$ cat src/rtl/spi_target.sv
// spi_target
//
// SPI target endpoint running entirely in the local clk domain. SCLK, CS_N and
// MOSI are synchronised (two flops) and edge-detected against a history flop,
// so the raw SPI clock never clocks any register. Whole words are exchanged
// with local logic through a TX holding register (valid/ready in) and an RX
// holding register (valid/ready out).
//
// Parameters
//   DATA_WIDTH  bits per SPI word (4..32), MSB first
//   CPOL        SCLK idle level
//   CPHA        0: sample on leading edge, shift on trailing edge
//               1: shift on leading edge, sample on trailing edge
//
// Ports
//   clk, reset                 system clock, synchronous active-high reset
//   sclk_in, cs_n_in, mosi_in  asynchronous SPI inputs from the controller
//   miso_out, miso_oe          target data out and its output enable
//   tx_data/tx_valid/tx_ready  word to transmit, accepted into the holding reg
//   rx_data/rx_valid/rx_ready  last received word, consumed by local logic
//   clear_flags                pulse clearing the sticky flags
//   rx_overflow                word completed while rx_data still unread
//   tx_underflow               word started with no TX word available
//   frame_error                chip select released in the middle of a word
//   busy                       high while the target is selected
module spi_target #(
  parameter int   DATA_WIDTH = 8,
  parameter logic CPOL       = 1'b0,
  parameter logic CPHA       = 1'b0
) (
  input  logic                  clk,
  input  logic                  reset,
  input  logic                  sclk_in,
  input  logic                  cs_n_in,
  input  logic                  mosi_in,
  output logic                  miso_out,
  output logic                  miso_oe,
  input  logic [DATA_WIDTH-1:0] tx_data,
  input  logic                  tx_valid,
  output logic                  tx_ready,
  output logic [DATA_WIDTH-1:0] rx_data,
  output logic                  rx_valid,
  input  logic                  rx_ready,
  input  logic                  clear_flags,
  output logic                  rx_overflow,
  output logic                  tx_underflow,
  output logic                  frame_error,
  output logic                  busy
);

  localparam int CNT_W = $clog2(DATA_WIDTH);

  typedef enum logic {
    IDLE   = 1'b0,
    ACTIVE = 1'b1
  } state_t;

  state_t state, state_nxt;

  // Synchroniser stages: _p0/_p1 form the two-flop synchroniser, _p2 is the
  // history flop used for edge detection. These are deliberately not reset so
  // that, after a reset in the middle of a frame, cs_n is already seen low and
  // no false falling edge re-enters the ongoing frame.
  logic sclk_p0, sclk_p1, sclk_p2;
  logic cs_p0, cs_p1, cs_p2;
  logic mosi_p0, mosi_p1;

  always_ff @(posedge clk) begin
    sclk_p0 <= sclk_in;
    sclk_p1 <= sclk_p0;
    sclk_p2 <= sclk_p1;
    cs_p0   <= cs_n_in;
    cs_p1   <= cs_p0;
    cs_p2   <= cs_p1;
    mosi_p0 <= mosi_in;
    mosi_p1 <= mosi_p0;
  end

  // Edge detection on the synchronised signals
  logic                  cs_fall, cs_rise, selected;
  logic                  lead_edge, trail_edge;
  logic                  sample_edge, shift_edge;
  logic                  load, shift, last_bit, word_done, frame_end;
  logic                  und_set, ovf_set, ferr_set;
  logic [CNT_W-1:0]      bit_cnt;
  logic [DATA_WIDTH-1:0] tx_hold, tx_shift, rx_shift, rx_word;
  logic                  tx_full, und_pend;

  assign cs_fall    = cs_p2 & ~cs_p1;
  assign cs_rise    = ~cs_p2 & cs_p1;
  assign selected   = (state == ACTIVE) && !cs_p1;
  assign lead_edge  = selected && (sclk_p1 != CPOL) && (sclk_p2 == CPOL);
  assign trail_edge = selected && (sclk_p1 == CPOL) && (sclk_p2 != CPOL);

  assign sample_edge = CPHA ? trail_edge : lead_edge;
  assign shift_edge  = CPHA ? lead_edge  : trail_edge;

  // CPHA=0 must present the MSB before the first leading edge, so a word is
  // loaded at cs_n fall and at the trailing edge after each word's last sample
  // (bit_cnt has just wrapped to 0). CPHA=1 loads on a word's first leading edge.
  assign load = CPHA ? (lead_edge && (bit_cnt == '0))
                     : (((state == IDLE) && cs_fall) || (trail_edge && (bit_cnt == '0)));
  assign shift     = shift_edge && !load;
  assign last_bit  = (bit_cnt == CNT_W'(DATA_WIDTH - 1));
  assign word_done = sample_edge && last_bit;
  assign rx_word   = {rx_shift[DATA_WIDTH-2:0], mosi_p1};
  assign frame_end = (state == ACTIVE) && cs_rise;

  // An empty-register load only counts as underflow once the word really
  // starts (its first sample). With CPHA=0 the trailing-edge load after the
  // final word of a frame is speculative and must not raise the flag.
  assign und_set  = sample_edge && (bit_cnt == '0) && und_pend;
  assign ovf_set  = word_done && rx_valid && !rx_ready;
  assign ferr_set = frame_end && (bit_cnt != '0);

  assign miso_out = tx_shift[DATA_WIDTH-1];
  assign miso_oe  = (state == ACTIVE);
  assign busy     = (state == ACTIVE);
  assign tx_ready = !tx_full;

  always_comb begin
    state_nxt = state;
    case (state)
      IDLE:    if (cs_fall) state_nxt = ACTIVE;
      ACTIVE:  if (cs_rise) state_nxt = IDLE;
      default: state_nxt = IDLE;
    endcase
  end

  always_ff @(posedge clk) begin
    if (reset) state <= IDLE;
    else       state <= state_nxt;
  end

  // Data-only registers: content is qualified by tx_full / bit_cnt.
  always_ff @(posedge clk) begin
    if (tx_valid && !tx_full) tx_hold <= tx_data;
    if (sample_edge)          rx_shift <= rx_word;
  end

  // Shift, holding and flag control
  always_ff @(posedge clk) begin
    if (reset) begin
      tx_full      <= 1'b0;
      tx_shift     <= '0;
      und_pend     <= 1'b0;
      bit_cnt      <= '0;
      rx_data      <= '0;
      rx_valid     <= 1'b0;
      rx_overflow  <= 1'b0;
      tx_underflow <= 1'b0;
      frame_error  <= 1'b0;
    end else begin
      if (load)                 tx_full <= 1'b0;
      if (tx_valid && !tx_full) tx_full <= 1'b1;

      if (und_set) und_pend <= 1'b0;
      if (frame_end) begin
        tx_shift <= '0;
        und_pend <= 1'b0;
      end else if (load) begin
        tx_shift <= tx_full ? tx_hold : '0;
        und_pend <= !tx_full;
      end else if (shift) begin
        tx_shift <= {tx_shift[DATA_WIDTH-2:0], 1'b0};
      end

      if (frame_end)        bit_cnt <= '0;
      else if (sample_edge) bit_cnt <= last_bit ? '0 : bit_cnt + CNT_W'(1);

      // A completion coinciding with rx_ready replaces the word being read.
      if (word_done && (!rx_valid || rx_ready)) begin
        rx_data  <= rx_word;
        rx_valid <= 1'b1;
      end else if (rx_ready) begin
        rx_valid <= 1'b0;
      end

      rx_overflow  <= (rx_overflow  && !clear_flags) || ovf_set;
      tx_underflow <= (tx_underflow && !clear_flags) || und_set;
      frame_error  <= (frame_error  && !clear_flags) || ferr_set;
    end
  end

endmodule

$ cat config.mk
export PLATFORM = sky130hd
export DESIGN_NAME = spi_target
export DESIGN_NICKNAME = d
export VERILOG_FILES = /design/src/rtl/spi_target.sv
export SDC_FILE = /design/constraint.sdc
export NUM_CORES = 1
export LEC_CHECK = 0
export BUFFER_PORTS_ARGS = -buffer_cell sky130_fd_sc_hd__buf_2
export CAP_MARGIN = 20
export CORE_ASPECT_RATIO = 2
export CORE_UTILIZATION = 49
export CTS_CLUSTER_SIZE = 25
export DETAILED_ROUTE_END_ITERATION = 12
export PLACE_DENSITY = 0.74
export SYNTH_ARGS = -nofsm -noshare
export SYNTH_HDL_FRONTEND = slang
export SYNTH_SLANG_ARGS = --single-unit
$ cat constraint.sdc
create_clock -name clk -period 1.54 [get_ports clk]
set_clock_uncertainty 0.15 [all_clocks]
set_input_delay 0.462 -clock clk [delete_from_list [all_inputs] [get_ports clk]]
set_output_delay 0.462 -clock clk [all_outputs]
set_load 0.01 [all_outputs]
==> results.yml <==
clock_tree:
  cts_sinks: 49
  cts_buffer_depth: 2
  cts_buffers: 5
  cts_root_buf: "clkbuf_8"
  clkTransAtPathRegs_ps: 80
  ctsHoldBuffers: 0
  cts_tree: "yes"
  clk_latency_ps: 300
  htreeDepth: 2
place:
  io_buffers: 31
  placed_area_um2: 2200
  dpl_worst_slack_ps: -250
  dp_hpwl_mm: 2.87
  gp_congestion: 0.887
floorplanning:
  core_um2: 3650
  die_h_um: 89.5
  initial_core_util: 0.514
  dieArea_um2: 4090
  pin_count: 32
  num_rows: 31
  die_x_um: 45.7
grt:
  antenna_found_initial: 0
  grt_pass1_wl_mm: 6.51
  grt_start_max_net_pins: 19
  track_usage: 0.227
  grt_pass1_vias: 1391
  overflow: 0
sta:
  fin_setup_tns_ps: -5.05
  finalHoldViolCount: 0
  worst_slew_pin_slew_ps: 385
  maxSlewViolCount: 0
  rsz0062_at_grt: "yes"
  relSlewSlack: 0.742
  period_minus_slack_ps: 1550
  setup_ws_ps: -5.05
  fmaxAchievable_mhz: 647
  post-route-period-util: 1.00
  setup_viol: 1
critical_path:
  arrival_ps: 1630
  crit_top_cell: "ha_4"
  path_cells: "buf_6 -> ha_4 -> ha_4 -> inv_4 -> nor3_4 -> buf_12 -> mux2i_1"
  worstRegToRegCells: 7
  crit_cells: 7
  r2r_slack_ps: -5
  cpMaxStageDelayCell: "dfxtp_2"
  rr_endpoint: "rx_data[4]"
  start_kind: "register"
  reg2reg_from: "bit_cnt[0]"
  cp_num_buf_inv: 3
  crit_family: "flip-flops"
  cp-endpoint: "rx_data[4]"
  max_stage_delay_ps: 350
  end_kind: "register"
  critPathMaxFanout: 8
  worstPathRequired_ps: 1620
  worstSetupStartpoint: "bit_cnt[0]"
  criticalPathCategory: "register to register"
routing:
  drt_first_pass_iters: 4
  routed_wl_mm: 4.07
  route.detailed.drc: 0
  via_per_inst: 5.41
  wire_per_inst_um: 15.5
  via_count: 1424
  first_iter_violations: 41
  detail-route-antenna-nets: 0
power:
  leakagePower_nw: 0.942
  comb_power_share: 0.081
  seqPwrFrac: 0.611
  finalPower_w: 0.00230
  power_density_nw_per_um2: 951
  p_int_w: 0.00178
  pwr-share-clk: 0.308
  p_sw_frac: 0.228
  switchingPower_w: 0.000526
  vdd_drop_max_v: 0.000817
synthesis:
  syn_avg_cell_area_um2: 11.4
  ys_ff_latch: 49
  syn-instance-count: 165
  synth.distinct_cells: 36
  synth_fp_nets: 184
  yosysSeqAreaShare: 0.603
  yosysWarnings: 0
  syn_area_um2: 1880
final_layout:
  layout.nets: 232
  drive_gt1_frac: 0.393
  final_core_util: 0.665
  area_growth_pct: 29.2
  finalInstanceArea_um2: 2420
  insertedDiodeCount: 0
status:
  status: "complete, but fails checks"
  violations: "negative setup slack"
hold_path:
  min_path_type: "primary input to register"
run:
  cap_violations: 0
## what timing repair did
item / CTS / global route
endpoints found under the setup margin: 20 / 17
gates cloned: 1 / 0
gates resized for setup: 13 / 17
pin swaps: 2 / 5
setup buffers: 0 / 2
## through the flow
step,cells,hold slack [ps]
after floorplan,165,160
after global placement,252,162
after detailed placement,252,165
after CTS,261,98.2
after global routing,263,91.1
final,263,106
## how the worst min path moves through the flow
stage,start,endpoint,slack (ps),depth (start not counted)
floorplan,cs_p0,cs_p1,160,0
global placement,sclk_p0,sclk_p1,160,0
detailed placement,cs_p0,cs_p1,160,0
CTS,mosi_in,mosi_p0,100,1
global route,mosi_in,mosi_p0,90,1
finish,mosi_in,mosi_p0,110,1
## cell usage after synthesis
cell type / instances / share of area
a22oi_1: 1 / 0.0040
o22a_1: 1 / 0.0047
and3b_1: 1 / 0.0047
or3b_1: 1 / 0.0047
edfxtp_1: 15 / 0.24
nor4bb_1: 1 / 0.0053
a2111oi_4: 1 / 0.015
inv_1: 7 / 0.014
buf_1: 1 / 0.0020
dfxtp_1: 34 / 0.36
nand2_1: 23 / 0.046
o2111ai_1: 1 / 0.0047
or2_1: 1 / 0.0033
nand3b_1: 1 / 0.0040
buf_4: 1 / 0.0040
a211oi_1: 1 / 0.0040
a32o_1: 1 / 0.0053
a311oi_1: 7 / 0.033
nor4_1: 1 / 0.0033
mux2i_1: 9 / 0.048
nor2_1: 5 / 0.010
inv_2: 1 / 0.0020
o211ai_1: 7 / 0.028
a21oi_1: 5 / 0.013
nand4bb_2: 1 / 0.0087
ha_1: 3 / 0.020
nor2b_1: 4 / 0.013
nor3_4: 1 / 0.0087
nand3_1: 9 / 0.024
nor3b_2: 1 / 0.0067
o21ai_0: 1 / 0.0027
clkbuf_1: 4 / 0.0080
nand2b_1: 1 / 0.0033
a32oi_1: 2 / 0.0093
nor3_1: 7 / 0.019
buf_2: 4 / 0.011
## per-layer routing
layer  vias up  track usage  routed length (µm)
met5         -            0                   0
met4         0        0.110                  77
met3         6       0.0566                 168
met2        41        0.429                2350
met1       682        0.212                1470
li1        695            -                   -
## worst reg2reg max path: stages, from the launching register on
cell     delay, ps
dfxtp_2        350
buf_6          110
ha_4           130
ha_4           140
inv_4           40
nor3_4         200
buf_12         160
mux2i_1        190
## cell families after synthesis
| kind of cell | after synthesis | synth area share |
|---|---|---|
| flops | 49 | 0.603 |
| mux | 9 | 0.0480 |
| simple gates | 58 | 0.165 |
| compound gates | 28 | 0.123 |
| buf+inv | 18 | 0.0407 |
| fa+ha+maj | 3 | 0.0200 |
## layout by cell type (no fill, tap or decap), types with 6 or more instances in the layout
cell,instances
dfxtp_1,27
a311oi_1,6
nand2_1,23
o211ai_1,7
buf_2,31
mux2i_1,9
edfxtp_1,15
nor3_1,7
dfxtp_2,6
nand3_1,9
buf_4,15
## registers in the layout, indices dropped and copies added, names as in the netlist, 3 cells and up
| signal | flops |
|---|---|
| tx_shift | 8 |
| bit_cnt | 3 |
| rx_shift | 7 |
| rx_data | 8 |
| tx_hold | 8 |
## area by class of cell
class                           count  area, µm²
Multi-Input combinational cell     99        774
Tap cell                           49       61.3
Clock inverter                      2       10.0
Sequential cell                    49       1140
Fill cell                         295       1220
Inverter                            8       32.5
Clock buffer                        6       72.6
Timing Repair Buffer               50        330
## power by group through the flow
stage | Clock, W | Sequential [W] | Combinational (W)
floorplan | 0 | 0.00142 | 0.000107
global placement | 0 | 0.00143 | 0.000158
detailed placement | 0 | 0.00143 | 0.000165
CTS | 0.000727 | 0.00140 | 0.000174
global route | 0.000776 | 0.00141 | 0.000203
finish | 0.000710 | 0.00141 | 0.000186
Note: power is estimated with default switching activity, not from simulation.
